[config.mk]
export PLATFORM = sky130hd
export DESIGN_NAME = wf68k30l_div_sequencer
export DESIGN_NICKNAME = d
export VERILOG_FILES = /design/src/rtl/wf68k30l_div_sequencer_pkg.sv /design/src/rtl/wf68k30l_div_sequencer_result_fmt.sv /design/src/rtl/wf68k30l_div_sequencer.sv
export SDC_FILE = /design/constraint.sdc
export NUM_CORES = 1
export LEC_CHECK = 0
export BUFFER_PORTS_ARGS = -buffer_cell sky130_fd_sc_hd__buf_2
export CORE_MARGIN = 10
export CORE_UTILIZATION = 50
export CTS_BUF_LIST = sky130_fd_sc_hd__clkbuf_8
export CTS_CLUSTER_DIAMETER = 150
export DETAILED_ROUTE_END_ITERATION = 8
export GPL_TIMING_DRIVEN = 0
export HOLD_SLACK_MARGIN = 0.02
export PLACE_DENSITY = 0.9
export SLEW_MARGIN = 10
export SYNTH_ARGS = -nofsm -noshare
export SYNTH_HDL_FRONTEND = slang
export SYNTH_SLANG_ARGS = --single-unit
[constraint.sdc]
create_clock -name CLK -period 3.3 [get_ports CLK]
set_clock_uncertainty 0.1 [all_clocks]
set_input_delay 0.495 -clock CLK [delete_from_list [all_inputs] [get_ports CLK]]
set_output_delay 0.495 -clock CLK [all_outputs]
set_load 0.02 [all_outputs]
[src/rtl/wf68k30l_div_sequencer_pkg.sv]
// rtl/wf68k30l_div_sequencer_pkg.sv - shared codes, state enum and types for the divide sequencer
//
// Purpose : opcode/size codes presented to the integer divider, the sequencer
//           state encoding, and the packed writeback bundle produced by the
//           result formatter.
// Ports   : none (package).

package wf68k30l_div_sequencer_pkg;

    // Operation codes understood by the divider's OP/OP_IN inputs.
    localparam logic [6:0] OP_DIVS = 7'h2C;
    localparam logic [6:0] OP_DIVU = 7'h2D;

    // Operand size codes.
    localparam logic [1:0] SZ_WORD = 2'b01;
    localparam logic [1:0] SZ_LONG = 2'b10;

    typedef enum logic [2:0] {
        SEQ_IDLE   = 3'd0,
        SEQ_ISSUE  = 3'd1,
        SEQ_WAIT   = 3'd2,
        SEQ_ZERO   = 3'd3,
        SEQ_RESULT = 3'd4,
        SEQ_DRAIN  = 3'd5
    } seq_state_t;

    typedef struct packed {
        logic        dq_en;
        logic        dr_en;
        logic [31:0] dq_data;
        logic [31:0] dr_data;
        logic [3:0]  nzvc;
        logic        trap;
    } wb_fmt_t;

    // Second instruction word as the divider expects it:
    // {0, Dq, signed, 64-bit, 7'b0, Dr}.
    function automatic logic [15:0] make_biw1(input logic [2:0] dq_idx,
                                              input logic       is_signed,
                                              input logic       is_64,
                                              input logic [2:0] dr_idx);
        return {1'b0, dq_idx, is_signed, is_64, 7'b0, dr_idx};
    endfunction

endpackage

[src/rtl/wf68k30l_div_sequencer_result_fmt.sv]
// rtl/wf68k30l_div_sequencer_result_fmt.sv - combinational Dq/Dr writeback and CCR formatter
//
// Purpose : turns the captured divider result into register writebacks and
//           N,Z,V,C flags. Divide-by-zero and overflow suppress all writes.
// Ports   : is_long            - long (32-bit quotient) operation
//           dq_idx, dr_idx     - destination register numbers
//           quot, rem          - captured divider results
//           vflag              - captured divider overflow
//           divzero            - request was trapped as divide-by-zero
//           fmt                - formatted writeback bundle

module wf68k30l_div_sequencer_result_fmt
    import wf68k30l_div_sequencer_pkg::*;
(
    input  logic        is_long,
    input  logic [2:0]  dq_idx,
    input  logic [2:0]  dr_idx,
    input  logic [31:0] quot,
    input  logic [31:0] rem,
    input  logic        vflag,
    input  logic        divzero,
    output wb_fmt_t     fmt
);

    always_comb begin
        fmt = '0;
        if (divzero) begin
            fmt.trap = 1'b1;
            fmt.nzvc = 4'b0000;
        end else if (vflag) begin
            // Destination registers stay untouched on overflow; only V is reported.
            fmt.nzvc = 4'b0010;
        end else if (!is_long) begin
            // Word form packs remainder into the upper half of Dq.
            fmt.dq_en   = 1'b1;
            fmt.dq_data = {rem[15:0], quot[15:0]};
            fmt.nzvc    = {quot[15], (quot[15:0] == 16'h0000), 2'b00};
        end else begin
            // Both long forms write the remainder only when it has its own register;
            // with Dr==Dq the quotient wins.
            fmt.dq_en   = 1'b1;
            fmt.dq_data = quot;
            fmt.dr_en   = (dr_idx != dq_idx);
            fmt.dr_data = rem;
            fmt.nzvc    = {quot[31], (quot == 32'h0000_0000), 2'b00};
        end
    end

endmodule

[src/rtl/wf68k30l_div_sequencer.sv]
// rtl/wf68k30l_div_sequencer.sv - DIVS/DIVU issue and writeback sequencer for the external divider
//
// Purpose : accepts one divide request, traps divide-by-zero locally, drives the
//           divider handshake with stable operands, presents formatted
//           writebacks, and drains divides flushed before completion.
// Ports   : CLK, RESETn                   - clock, async active-low reset
//           REQ_*                         - request handshake and operands
//           FLUSH                         - discard current operation
//           DIV_INIT/OP/OP_SIZE/BIW1/OP1-3 - divider command (held until DIV_RDY)
//           DIV_QUOTIENT/REMAINDER/VFLAG/RDY - divider response
//           RES_VALID/RES_READY           - result handshake
//           WB_*, CCR_*, TRAP_DIVZERO     - writeback bundle, valid with RES_VALID
//           BUSY, ERR_TIMEOUT             - status (timeout is sticky)

module wf68k30l_div_sequencer
    import wf68k30l_div_sequencer_pkg::*;
#(
    parameter int TIMEOUT_CYCLES = 80,
    parameter int CNT_W          = 7
) (
    input  logic        CLK,
    input  logic        RESETn,
    input  logic        REQ_VALID,
    output logic        REQ_READY,
    input  logic        REQ_SIGNED,
    input  logic        REQ_LONG,
    input  logic        REQ_64,
    input  logic [2:0]  REQ_DQ_IDX,
    input  logic [2:0]  REQ_DR_IDX,
    input  logic [31:0] REQ_DIVISOR,
    input  logic [31:0] REQ_DVD_LO,
    input  logic [31:0] REQ_DVD_HI,
    input  logic        FLUSH,
    output logic        DIV_INIT,
    output logic [6:0]  DIV_OP,
    output logic [1:0]  DIV_OP_SIZE,
    output logic [15:0] DIV_BIW1,
    output logic [31:0] DIV_OP1,
    output logic [31:0] DIV_OP2,
    output logic [31:0] DIV_OP3,
    input  logic [31:0] DIV_QUOTIENT,
    input  logic [31:0] DIV_REMAINDER,
    input  logic        DIV_VFLAG,
    input  logic        DIV_RDY,
    output logic        RES_VALID,
    input  logic        RES_READY,
    output logic        WB_DQ_EN,
    output logic        WB_DR_EN,
    output logic [2:0]  WB_DQ_IDX,
    output logic [2:0]  WB_DR_IDX,
    output logic [31:0] WB_DQ_DATA,
    output logic [31:0] WB_DR_DATA,
    output logic        CCR_WE,
    output logic [3:0]  CCR_NZVC,
    output logic        TRAP_DIVZERO,
    output logic        BUSY,
    output logic        ERR_TIMEOUT
);

    seq_state_t state_q, state_d;

    logic [CNT_W-1:0] cnt_q;
    logic             accept, capture, timeout_hit, cnt_clr, cnt_inc;
    logic             req_zero;

    // Request fields needed by the formatter.
    logic        long_q;
    logic [2:0]  dq_idx_q, dr_idx_q;
    logic        divzero_q;

    // Divider command registers, only reloaded for requests that reach the divider.
    logic [6:0]  div_op_q;
    logic [1:0]  div_size_q;
    logic [15:0] div_biw1_q;
    logic [31:0] div_op1_q, div_op2_q, div_op3_q;

    // Captured divider response.
    logic [31:0] quot_q, rem_q;
    logic        vflag_q;

    logic        err_q;
    wb_fmt_t     fmt;
    logic        in_result;

    assign req_zero = REQ_LONG ? (REQ_DIVISOR == 32'h0) : (REQ_DIVISOR[15:0] == 16'h0);

    // ------------------------------------------------------------------
    // FSM
    // ------------------------------------------------------------------
    always_ff @(posedge CLK or negedge RESETn) begin
        if (!RESETn) state_q <= SEQ_IDLE;
        else         state_q <= state_d;
    end

    always_comb begin
        state_d     = state_q;
        accept      = 1'b0;
        capture     = 1'b0;
        timeout_hit = 1'b0;
        cnt_clr     = 1'b0;
        cnt_inc     = 1'b0;
        case (state_q)
            SEQ_IDLE: begin
                // DIV_RDY here can only be a leftover from before a reset; ignored.
                if (REQ_VALID && !FLUSH) begin
                    accept  = 1'b1;
                    state_d = req_zero ? SEQ_ZERO : SEQ_ISSUE;
                end
            end
            SEQ_ISSUE: begin
                cnt_clr = 1'b1;
                state_d = SEQ_WAIT;
            end
            SEQ_WAIT: begin
                if (FLUSH) begin
                    // A flush coinciding with completion has nothing left to drain.
                    state_d = DIV_RDY ? SEQ_IDLE : SEQ_DRAIN;
                end else if (DIV_RDY) begin
                    capture = 1'b1;
                    state_d = SEQ_RESULT;
                end else if (cnt_q == CNT_W'(TIMEOUT_CYCLES)) begin
                    timeout_hit = 1'b1;
                    state_d     = SEQ_IDLE;
                end else begin
                    cnt_inc = 1'b1;
                end
            end
            SEQ_ZERO: begin
                state_d = SEQ_RESULT;
            end
            SEQ_RESULT: begin
                if (FLUSH || RES_READY) state_d = SEQ_IDLE;
            end
            SEQ_DRAIN: begin
                // The divider cannot be aborted; wait for it before allowing a new issue.
                if (DIV_RDY) state_d = SEQ_IDLE;
            end
            default: state_d = SEQ_IDLE;
        endcase
    end

    // ------------------------------------------------------------------
    // Datapath registers
    // ------------------------------------------------------------------
    always_ff @(posedge CLK or negedge RESETn) begin
        if (!RESETn) begin
            cnt_q      <= '0;
            long_q     <= 1'b0;
            dq_idx_q   <= 3'd0;
            dr_idx_q   <= 3'd0;
            divzero_q  <= 1'b0;
            div_op_q   <= 7'd0;
            div_size_q <= 2'd0;
            div_biw1_q <= 16'd0;
            div_op1_q  <= 32'd0;
            div_op2_q  <= 32'd0;
            div_op3_q  <= 32'd0;
            quot_q     <= 32'd0;
            rem_q      <= 32'd0;
            vflag_q    <= 1'b0;
            err_q      <= 1'b0;
        end else begin
            if (cnt_clr)      cnt_q <= '0;
            else if (cnt_inc) cnt_q <= cnt_q + 1'b1;

            if (accept) begin
                long_q    <= REQ_LONG;
                dq_idx_q  <= REQ_DQ_IDX;
                dr_idx_q  <= REQ_DR_IDX;
                divzero_q <= req_zero;
                if (!req_zero) begin
                    div_op_q   <= REQ_SIGNED ? OP_DIVS : OP_DIVU;
                    div_size_q <= REQ_LONG ? SZ_LONG : SZ_WORD;
                    div_biw1_q <= make_biw1(REQ_DQ_IDX, REQ_SIGNED,
                                            REQ_LONG && REQ_64, REQ_DR_IDX);
                    div_op1_q  <= REQ_DIVISOR;
                    div_op2_q  <= REQ_DVD_LO;
                    div_op3_q  <= REQ_DVD_HI;
                end
            end

            if (capture) begin
                quot_q  <= DIV_QUOTIENT;
                rem_q   <= DIV_REMAINDER;
                vflag_q <= DIV_VFLAG;
            end

            if (timeout_hit) err_q <= 1'b1;
        end
    end

    // ------------------------------------------------------------------
    // Result formatting and outputs
    // ------------------------------------------------------------------
    wf68k30l_div_sequencer_result_fmt u_fmt (
        .is_long (long_q),
        .dq_idx  (dq_idx_q),
        .dr_idx  (dr_idx_q),
        .quot    (quot_q),
        .rem     (rem_q),
        .vflag   (vflag_q),
        .divzero (divzero_q),
        .fmt     (fmt)
    );

    assign in_result    = (state_q == SEQ_RESULT);

    assign REQ_READY    = (state_q == SEQ_IDLE) && !FLUSH;
    assign DIV_INIT     = (state_q == SEQ_ISSUE);
    assign DIV_OP       = div_op_q;
    assign DIV_OP_SIZE  = div_size_q;
    assign DIV_BIW1     = div_biw1_q;
    assign DIV_OP1      = div_op1_q;
    assign DIV_OP2      = div_op2_q;
    assign DIV_OP3      = div_op3_q;

    assign RES_VALID    = in_result;
    assign WB_DQ_EN     = in_result && fmt.dq_en;
    assign WB_DR_EN     = in_result && fmt.dr_en;
    assign WB_DQ_IDX    = in_result ? dq_idx_q    : 3'd0;
    assign WB_DR_IDX    = in_result ? dr_idx_q    : 3'd0;
    assign WB_DQ_DATA   = in_result ? fmt.dq_data : 32'd0;
    assign WB_DR_DATA   = in_result ? fmt.dr_data : 32'd0;
    assign CCR_WE       = in_result;
    assign CCR_NZVC     = in_result ? fmt.nzvc    : 4'd0;
    assign TRAP_DIVZERO = in_result && fmt.trap;

    assign BUSY         = (state_q != SEQ_IDLE);
    assign ERR_TIMEOUT  = err_q;

endmodule

=== Word-level counts from Yosys, hierarchy flattened ===
Cells that the tools add are included.

* Add/sub/neg operators: 1
* Equality and inequality tests: 11
* Multiplexer cells: 42
* Bitwise gates (word level): 1
* Reductions and logical operators: 17

{| class="wikitable"
|+ Operators by type and width
! cell !! count
|-
| $mux W66 || 2
|-
| $mux W32 || 4
|-
| $logic_not A32 Y1 || 2
|-
| $logic_not A16 Y1 || 2
|-
| $mux W3 || 9
|-
| $mux W1 || 18
|-
| $pmux W3 S6 || 1
|-
| $mux W4 || 4
|-
| $mux W7 || 2
|-
| $add A7 B1 Y7 const B || 1
|-
| $eq A7 B7 Y1 const B || 1
|-
| $eq A3 B2 Y1 const B || 2
|-
| $eq A3 B3 Y1 const B || 2
|-
| $logic_and A1 B1 Y1 || 6
|-
| $mux W2 || 2
|-
| $ne A2 B2 Y1 const B || 2
|-
| $ne A4 B4 Y1 const B || 1
|-
| $reduce_and A4 Y1 || 1
|-
| $eq A3 B1 Y1 const B || 1
|-
| $logic_not A3 Y1 || 1
|-
| $ne A3 B3 Y1 || 1
|-
| $reduce_bool A3 Y1 || 1
|-
| $ne A2 B1 Y1 const B || 1
|-
| $reduce_and A2 Y1 || 1
|-
| 4 further kinds || 4
|}

* Flip-flop bits (word level): 197
* Input bits: 176
* Output and inout port bits: 204
* Word-level logic and storage cells: 88

=== Logic depth before layout (Yosys ltp) ===
Gate-level depths: netlist of the first run.

* Word-level depth: 7
* Mapped depth: 8
* Depth with buffers taken out: 7

=== Cells and area by module ===
A second synthesis of the first run with hierarchy kept.

* Cell total of the unflattened synthesis: 692
* Area, all modules: 8909.8 µm²

{| class="wikitable"
|+ Modules (own cells, without submodules)
! module !! instances !! cells an instance !! area each (µm²) !! sequential area each (µm²)
|-
| wf68k30l_div_sequencer || 1 || 575 || 8142.8 || 4804.6
|-
| wf68k30l_div_sequencer_result_fmt || 1 || 117 || 767.0 || 0.0
|}

=== Worst setup path before layout of the first run ===
OpenSTA, ideal clock, no wires.

* Kind: register to output
* Start: reg state_q[1]
* End: out WB_DR_EN
* Arrival time: 1.838 ns
* Required time: 2.705 ns
* Slack: 0.867 ns
* Cell stages (with the launch flop): 9
* Path buffers: 3
* Cell sequence: dfrtp_1 > buf_2 > nor2_4 > nand2_1 > or3_1 > buf_2 > inv_1 > buf_2 > o311a_1

* Cells in the longest elaborated chain, start to end: 2

{| class="wikitable"
|+ Ends and longest elaborated chain
! item !! RTL line !! text
|-
| start: declaration || wf68k30l_div_sequencer.sv:60 || <nowiki>seq_state_t state_q, state_d;</nowiki>
|-
| start signal: assignment || wf68k30l_div_sequencer.sv:92 || <nowiki>else state_q <= state_d;</nowiki>
|-
| $eq A3 B3 Y1 || wf68k30l_div_sequencer.sv:206 || <nowiki>assign in_result = (state_q == SEQ_RESULT);</nowiki>
|-
| $logic_and A1 B1 Y1 || wf68k30l_div_sequencer.sv:219 || <nowiki>assign WB_DR_EN = in_result && fmt.dr_en;</nowiki>
|-
| end: declaration || wf68k30l_div_sequencer.sv:48 || <nowiki>output logic WB_DR_EN,</nowiki>
|}

Every way passes these cells.

=== Final worst setup path of the first run ===
* Start: reg state_q[1]
* End: out WB_DR_DATA[21]

* Cells in the longest elaborated chain, start to end: 2

{| class="wikitable"
|+ Ends and longest elaborated chain
! item !! RTL line !! text
|-
| $eq A3 B3 Y1 || wf68k30l_div_sequencer.sv:206 ||
|-
| $mux W32 || wf68k30l_div_sequencer.sv:223 || <nowiki>assign WB_DR_DATA = in_result ? fmt.dr_data : 32'd0;</nowiki>
|-
| end: declaration || wf68k30l_div_sequencer.sv:52 || <nowiki>output logic [31:0] WB_DR_DATA,</nowiki>
|}

Every way passes these cells.

==> impl_metrics.tcl, run 1 <==
set metrics [dict create \
    pwr-share-seq 0.421 \
    die_area_sq_um 22430 \
    syn_inst 612 \
    endpoint_kind "output pin" \
    ys_seq_elements 192 \
    fin_area_sq_um 11040 \
    grt_pass1_vias 7254 \
    die_y_microns 149.8 \
    drc 0 \
    yosysTopAreaCell "dfrtp_1" \
    numPortBuffers 367 \
    setup_viol 0 \
    vias_per_cell 5.193 \
    cts_buffers 17 \
    period_minus_slack_ps 3151 \
    drt_iter0_markers 267 \
    antenna_found_initial 2 \
    rows 47 \
    synth_area_leaders "dfrtp_1 (57%), mux2_2 (22%), and3_1 (3.0%), mux2_1 (2.1%), mux2i_1 (1.8%)" \
    max_slew_margin 0.5141 \
    ant_nets 0 \
    clk_latency_ps 460 \
    final_cell_mix "buf_2 (380), dfrtp_1 (192), mux2_2 (162)" \
    fill_cells 1178 \
    clk_pin_slew_worst_paths_ps 100 \
    async_flop_share 1.000 \
    io_pins 380 \
    drive_above_1_share 0.5990 \
    p_sw_uw 3963 \
    cp_max_fo 10 \
    syn_avg_cell_area_sq_um 13.76 \
    finalHoldViolCount 0 \
    initial_core_util 0.5096 \
    post_dp_cell_area_sq_um 10610 \
    cts_root_buffer "clkbuf_8" \
    power_uw 9837 \
    coreArea_sq_um 16520 \
    mostFrequentLayoutCell "buf_2" \
    gr-total-overflow 0 \
    cts_buffer_depth 2 \
    cts_max_level 4 \
    cp_data_arrival_time_ps 2560 \
    cts_tree "done" \
    fp.dieW_microns 149.8 \
    seqCellArea_sq_um 4805 \
    synthFlopType "dfrtp_1" \
    switching_share 0.4029 \
    multi_input_area_sq_um 3291 \
    outcome "finished, final reports clean" \
    finalCritPeriodShare 0.9549 \
    fin_cells 1248 \
    ir_drop_v 0.0006397 \
    worst_pin_slew_ps 728.8 \
    synth_area_sq_um 8421 \
    p_clk_frac 0.152 \
    gp_congestion 0.8595 \
    start_kind "register" \
    drt_pass1_iterations 4 \
    grt_pass1_wl_microns 39970 \
    critical_path_class "register to output pin" \
    dp_cells 1211 \
    clkSinkCount 192 \
    hpwl_microns 21480 \
    routed_wl_microns 26440 \
    drv_cap 0 \
    comb_power_share 0.427 \
    timing.fmax_mhz 317.3 \
    grt_usage 0.2291 \
    powerDensity_nw_per_um2 890.9 \
    p_leak_uw 0.005727 \
    yosysUniqueCellTypes 42 \
    ys_seq_area_frac 0.5706 \
    hp-class "input port to register" \
    area_growth_pct 31.13 \
    slew_violations 0 \
    yosysWarnings 0 \
    rsz0062_at_grt "yes" \
    synth_edf_count 0 \
    p_int_uw 5874 \
    vias 6481 \
    grt_max_degree 113 \
    yosysTopAreaCellShare 0.5706 \
    nNetsFinal 1193 \
    wire_per_inst_microns 21.19 \
    critPathRequiredTime_ps 2700 \
]
[path summary, 6_finish.rpt]
path,startpoint,endpoint,slack [ps],depth (start not counted)
setup / recovery,state_q[1],WB_DR_DATA[21],150,9
hold / removal,REQ_SIGNED,DIV_OP[0],130,2
setup reg to reg,state_q[2],DIV_OP2[31],980,7
hold reg to reg,ERR_TIMEOUT,ERR_TIMEOUT,370,2
max in group asynchronous,RESETn,DIV_OP[0],1660,3
min in group asynchronous,RESETn,quot_q[3],470,2
[Yosys cell counts (all sizes together), types with 2 or more instances]
cell,n
nand3,4
nor3b,3
a21oi,7
nor4b,3
dfrtp,192
nor3,4
nor2,27
a211oi,2
nand2,7
o21ai,2
ha,5
mux2i,15
buf,41
clkbuf,10
xnor2,3
nand4,4
nor4,18
mux2,178
and2,18
xor2,6
and3,41
inv,8
nor2b,2
nand2b,2
or3,2
[area by class of cell]
type	instances	share of cell area
Clock inverter	15	0.01416
Sequential cell	192	0.4351
Clock buffer	17	0.02119
Buffer	51	0.03184
Multi-Input combinational cell	372	0.2980
Timing Repair Buffer	370	0.1713
Inverter	8	0.002720
Antenna cell	3	0.0006799
Tap cell	220	0.02493
[flip-flops by register name, summed over array words and instances, names as in the netlist, 7 cells and up]
register and count:
DIV_BIW1 8, DIV_OP1 32, DIV_OP2 32, DIV_OP3 32, cnt_q 7, quot_q 32
rem_q 32
[critical path, cell delays in order (launching register included)]
cell     delay [ps]
dfrtp_1         360
buf_2           190
nor2_4          110
nand2_2         130
or3_1           330
buf_2           200
inv_1           170
buf_2           240
and3_1          190
buf_2           190
[layer usage]
metal / share of wire / wire length, microns / track usage / vias to the layer above
met2: 0.52 / 13830 / 0.4114 / 304
met5: 0 / 0 / 0 / -
met4: 0.018 / 488 / 0.07434 / 0
li1: - / - / - / 2944
met1: 0.35 / 9147 / 0.2336 / 3197
met3: 0.11 / 2971 / 0.09994 / 36
[cell families (layout without fill, tap and decap cells)]
| group | after synthesis | count (layout) | share of synthesized area |
|---|---|---|---|
| mux | 193 | 193 | 0.2559 |
| xor+xnor | 9 | 9 | 0.009362 |
| flops | 192 | 192 | 0.5706 |
| buf+inv | 59 | 461 | 0.04383 |
| fa+ha+maj | 5 | 5 | 0.007429 |
| compound gates | 16 | 16 | 0.01293 |
| simple gates | 137 | 137 | 0.09955 |
| other cells | 1 | 15 | 0.0004453 |
[power by group through the flow]
stage               logic (uW)  clock network [uW]  registers (uW)
floorplan                 1900                   0            4870
global placement          4110                   0            4070
detailed placement        4240                   0            4160
CTS                       4260                1530            4130
global route              4530                1620            4280
finish                    4200                1490            4140
[repair_timing]
item,in CTS,in global routing
hold buffers,1,0
resized for setup,6,5
pin swaps,1,0
hold endpoints to repair,80,0
setup buffers,1,0
setup endpoints to repair,50,8
[through the flow]
step | hold WS (ps) | utilization | TNS (ps) | worst slack [ps]
after CTS | 101.2 | 0.6674 | 0 | 70.84
after floorplan | 99.41 | - | 0 | 866.7
final | 130.3 | 0.6682 | 0 | 148.8
after global routing | 112.8 | 0.6681 | 0 | 1.598
after detailed placement | 355.6 | 0.6422 | 0 | 175.5
after global placement | 346.0 | 0.6399 | -279300 | -1469
Power figures use the tool's default switching activity.
==> run 2: changes to the inputs <==
--- a/config.mk
+++ b/config.mk
@@ -9,5 +9,4 @@
 export CORE_MARGIN = 10
 export CORE_UTILIZATION = 50
-export CTS_BUF_LIST = sky130_fd_sc_hd__clkbuf_8
 export CTS_CLUSTER_DIAMETER = 150
 export DETAILED_ROUTE_END_ITERATION = 8
==> constraint.sdc (replaced) <==
create_clock -name CLK -period 3.3 [get_ports CLK]
set_clock_uncertainty 0.1 [all_clocks]
set_input_delay 0.495 -clock CLK [delete_from_list [all_inputs] [get_ports CLK]]
set_output_delay 0.495 -clock CLK [all_outputs]
set_load 0.005 [all_outputs]
==> impl_metrics.tcl, run 2 (synthesis results as in run 1) <==
set metrics [dict create \
    outcome "finished, final reports clean" \
    initial_core_util 0.5096 \
    drv_cap 0 \
    grt_usage 0.2301 \
    rr_worst_depth 7 \
    power_uw 9481 \
    start_kind "register" \
    period_minus_slack_ps 3065 \
    cts_tree "done" \
    r2r_end "DIV_OP3[31]" \
    powerDensity_nw_per_um2 843.4 \
    vias_per_cell 5.223 \
    clkSinkCount 192 \
    cpMostUsedCell "buf_2" \
    setup_viol 0 \
    grt_max_degree 113 \
    cpPeakStageDelay_ps 350 \
    numPortBuffers 367 \
    final.setup.tns_ps 0 \
    clk_latency_ps 420 \
    critPathRequiredTime_ps 2700 \
    wire_per_inst_microns 21.37 \
    routed_wl_microns 26690 \
    drt_pass1_iterations 5 \
    final_cell_mix "buf_2 (378), dfrtp_1 (192), mux2_2 (162)" \
    p_leak_uw 0.005809 \
    die_y_microns 149.8 \
    timing.fmax_mhz 326.2 \
    cts_buffer_depth 2 \
    ant_nets 0 \
    hp-class "input port to register" \
    vias 6524 \
    rr_startpoint "state_q[2]" \
    gr-total-overflow 0 \
    hpwl_microns 21480 \
    slew_violations 0 \
    area_growth_pct 33.49 \
    fp.dieW_microns 149.8 \
    io_pins 380 \
    cts_buffers 17 \
    fin_util 0.6802 \
    holdPathStages 2 \
    coreArea_sq_um 16520 \
    clk_pin_slew_worst_paths_ps 70 \
    critical_path_class "register to output pin" \
    mostFrequentLayoutCell "buf_2" \
    fill_cells 1139 \
    drc 0 \
    r2r_slack_ps 940 \
    die_area_sq_um 22430 \
    critPathSlowestCell "dfrtp_1" \
    grt_pass1_vias 7307 \
    cp_max_fo 10 \
    cp_data_arrival_time_ps 2470 \
    cts_root_buffer "clkbuf_16" \
    rows 47 \
    antenna_found_initial 4 \
    finalHoldViolCount 0 \
    grt_pass1_wl_microns 40100 \
    gp_congestion 0.8595 \
    whs_endpoint "DIV_OP[0]" \
    cts_max_level 4 \
    holdCritStartpoint "REQ_SIGNED" \
    drt_iter0_markers 254 \
    drive_above_1_share 0.5990 \
    endpoint_kind "output pin" \
    ir_drop_v 0.0005257 \
    rsz0062_at_grt "no" \
    nNetsFinal 1193 \
    finalCritPeriodShare 0.9288 \
    max_slew_margin 0.5139 \
    worst_pin_slew_ps 729.2 \
    path_cells "buf_2, nor2_4, nand2_2, or3_1, buf_2, inv_1, clkbuf_4, and3_1, buf_2" \
]
run 2: how the worst max path moves through the flow:
stage / from / to / slack, ps / cells after the start
floorplan: state_q[1] / WB_DR_DATA[0] / 1000 / 8
global placement: RESETn / DIV_OP1[12] / -1470 / 1
detailed placement: state_q[1] / WB_DR_DATA[9] / 230 / 9
CTS: state_q[1] / WB_DR_DATA[9] / 10 / 9
global route: state_q[1] / WB_DR_DATA[31] / 90 / 9
finish: state_q[1] / WB_DR_DATA[31] / 230 / 9
run 2: cell type report:
| class | instances | area (sq um) | area share |
|---|---|---|---|
| Antenna cell | 4 | 10.01 | 0.0008905 |
| Buffer | 51 | 356.6 | 0.03172 |
| Clock buffer | 18 | 429.2 | 0.03818 |
| Clock inverter | 14 | 152.6 | 0.01358 |
| Inverter | 8 | 30.03 | 0.002671 |
| Multi-Input combinational cell | 372 | 3291 | 0.2927 |
| Sequential cell | 192 | 4805 | 0.4274 |
| Tap cell | 220 | 275.3 | 0.02449 |
| Timing Repair Buffer | 370 | 1892 | 0.1683 |
run 2: timing repair:
item	4_1_cts	5_1_grt
endpoints found under the setup margin	43	49
buffers inserted	0	1
resized for setup	5	9
endpoints found under the hold margin	80	0
pin swaps	0	1
hold buffers	1	0
run 2: worst max-delay path: cells and delay by family, from the launching register on:
| family | cells | cell delay, ps |
|---|---|---|
| buffers and inverters | 5 | 930 |
| and+or+nand+nor | 4 | 770 |
| DFF | 1 | 350 |
run 2: where the power goes:
group | switching [uW] | internal [uW] | leakage [uW]
sequential | 687 | 3470 | 0.00232
combinational | 1490 | 1830 | 0.00321
clock | 993 | 1010 | 0.000281
total | 3170 | 6320 | 0.00581
run 2: per-stage QoR:
step / hold slack, ps / setup slack [ps] / area (sq um) / cells
after global placement: 346.0 / -1469 / 10570 / 1210
final: 175.8 / 234.8 / 11240 / 1249
after global routing: 171.3 / 87.21 / 11240 / 1249
after detailed placement: 355.6 / 226.6 / 10610 / 1211
after CTS: 161.0 / 12.64 / 11210 / 1244
after floorplan: 99.41 / 997.5 / 8462 / 623
run 2: per-layer routing:
layer  GRT usage  up-vias  wire [microns]
met2      0.4101      310           13930
met5           0        -               0
met3      0.1030       49            2911
met1      0.2319     3219            9235
met4     0.08406        0             611
li1            -     2946               -
==> run 3: changes to the inputs <==
- CORE_UTILIZATION: 50 -> 40
- PLACE_DENSITY: 0.9 -> 0.75
- SYNTH_HIERARCHICAL: unset -> 1
==> impl_metrics.tcl, run 3 <==
set metrics [dict create \
    outcome "finished, final reports clean" \
    holdCritStartpoint "REQ_DVD_LO[14]" \
    fin_util 0.5379 \
    grt_usage 0.1884 \
    setup_viol 0 \
    gp_congestion 0.9102 \
    ys_seq_area_frac 0.5393 \
    grt_pass1_vias 7603 \
    yosysWarnings 6 \
    rr_worst_depth 8 \
    fin_cells 1383 \
    timing.fmax_mhz 330.7 \
    crit_buf_inv 4 \
    rows 54 \
    wire_per_inst_microns 20.19 \
    critPathTopFamily "buffers and inverters" \
    fin_area_sq_um 11780 \
    post-cts-setup-buffer-count 0 \
    hpwl_microns 22540 \
    cts_root_buffer "clkbuf_16" \
    drive_above_1_share 0.5585 \
    synth_area_leaders "dfrtp_1 (54%), mux2_2 (20%), and2_1 (6.6%), buf_4 (2.6%), and3_1 (2.3%)" \
    initial_core_util 0.4070 \
    finalCritPeriodShare 0.9165 \
    period_minus_slack_ps 3024 \
    clk_latency_ps 420 \
    powerDensity_nw_per_um2 861.7 \
    gr-total-overflow 0 \
    fill_cells 1950 \
    yosysMostFrequentCell "dfrtp_1" \
    drc 0 \
    numPortBuffers 367 \
    nNetsFinal 1271 \
    cts_buffers 17 \
    max_slew_margin 0.5426 \
    cp_data_arrival_time_ps 2430 \
    synth_edf_count 0 \
    drt_iter0_markers 290 \
    yosysTopAreaCell "dfrtp_1" \
    r2r_slack_ps 920 \
    io_pins 380 \
    syn_avg_cell_area_sq_um 12.88 \
    coreArea_sq_um 21890 \
    ir_drop_v 0.0004405 \
    final_cell_mix "buf_2 (374), dfrtp_1 (192), mux2_2 (160)" \
    cts_buffer_depth 2 \
    start_kind "register" \
    syn_inst 692 \
    worst_pin_slew_ps 686.2 \
    synth_area_sq_um 8910 \
    area_growth_pct 32.16 \
    ant_nets 0 \
    cpPeakStageDelay_ps 430 \
    ys_seq_elements 192 \
    cp_max_fo 10 \
    rsz0062_at_grt "no" \
    yosysUniqueCellTypes 46 \
    critPathSlowestCell "nor3b_4" \
    synthFlopType "dfrtp_1" \
    endpoint_kind "output pin" \
    path_cells "buf_2, nor3b_4, clkbuf_1, clkbuf_1, and2_1, buf_2" \
    drv_cap 0 \
    grt_max_degree 107 \
    post_dp_cell_area_sq_um 11170 \
    cts_max_level 4 \
    cts_tree "done" \
    yosysTopAreaCellShare 0.5393 \
    r2r_end "DIV_OP2[18]" \
    final.setup.tns_ps 0 \
    hp-class "input port to register" \
    whs_endpoint "DIV_OP2[14]" \
    slew_violations 0 \
    fp.dieW_microns 169.2 \
    vias 6801 \
    power_uw 10150 \
    antenna_found_initial 0 \
    die_y_microns 169.2 \
    finalHoldViolCount 0 \
    p_leak_uw 0.005975 \
    yosys-top-cells-count "dfrtp_1 (192), mux2_2 (160), and2_1 (94)" \
    mostFrequentLayoutCell "buf_2" \
    async_flop_share 1.000 \
    critPathRequiredTime_ps 2700 \
    vias_per_cell 4.918 \
    critical_path_class "register to output pin" \
    holdPathStages 2 \
    rr_startpoint "state_q[0]" \
    antennaDiodeCount 0 \
    cp_num_cells 6 \
    clkSinkCount 192 \
    clk_pin_slew_worst_paths_ps 80 \
    drt_pass1_iterations 4 \
    die_area_sq_um 28640 \
    dp_cells 1350 \
    routed_wl_microns 27920 \
    grt_pass1_wl_microns 43080 \
]
-- run 3: layer usage --
layer / up-vias / track usage / routed length (microns)
li1: 3162 / - / -
met1: 3344 / 0.2048 / 10560
met2: 277 / 0.3247 / 13810
met3: 18 / 0.09240 / 3198
met4: 0 / 0.04128 / 343
met5: - / 0 / 0
-- run 3: layout make-up --
cell class,instances,area (sq um),share of cell area
tap,280,350.3,0.02975
buffer,58,390.4,0.03315
multi-input combinational,441,3722,0.3161
clock buffer,18,429.2,0.03645
inverter,11,41.29,0.003507
sequential,192,4805,0.4080
clock inverter,14,152.6,0.01296
timing repair buffer,369,1884,0.1600
-- run 3: how the worst max path moves through the flow --
stage                from        endpoint  slack (ps)
2_1_floorplan  state_q[0]  WB_DR_DATA[10]        1120
3_3_place_gp       RESETn     DIV_OP1[14]       -1620
3_5_place_dp   state_q[0]  WB_DR_DATA[20]         100
4_1_cts        state_q[0]  WB_DR_DATA[20]          50
5_1_grt        state_q[0]  WB_DR_DATA[20]          60
6_report       state_q[0]  WB_DR_DATA[20]         280
-- run 3: timing repair --
item | in CTS | in global routing
hold buffers | 1 | 0
gates resized for setup | 1 | 1
hold endpoints to repair | 83 | 0
endpoints found under the setup margin | 65 | 16
-- run 3: cell families after synthesis --
family,Yosys count,synth area share
mux,195,0.2438
buf+inv,69,0.04845
xor+xnor,6,0.005898
fa+ha+maj,5,0.007021
other cells,2,0.0008429
compound gates,24,0.02093
flops,192,0.5393
simple gates,199,0.1338
-- run 3: metrics by stage --
stage               hold WS [ps]  worst slack (ps)
floorplan                  99.41              1118
global placement           361.9             -1617
detailed placement         369.1             104.0
CTS                        161.4             51.11
global route               157.5             59.13
finish                     183.1             275.7
-- run 3: power by group --
part / switching [uW] / internal [uW] / total [uW]
logic: 1810 / 2150 / 3960
clock network: 1020 / 1010 / 2040
registers: 659 / 3490 / 4150
-- run 3: worst register-to-register path: cells and delay by family (launching register included) --
family	cells	cell delay, ps
multiplexers	1	330
buffers and inverters	4	670
flip-flops	1	360
AO/OA/AOI/OAI	1	140
AND/OR/NAND/NOR	2	650
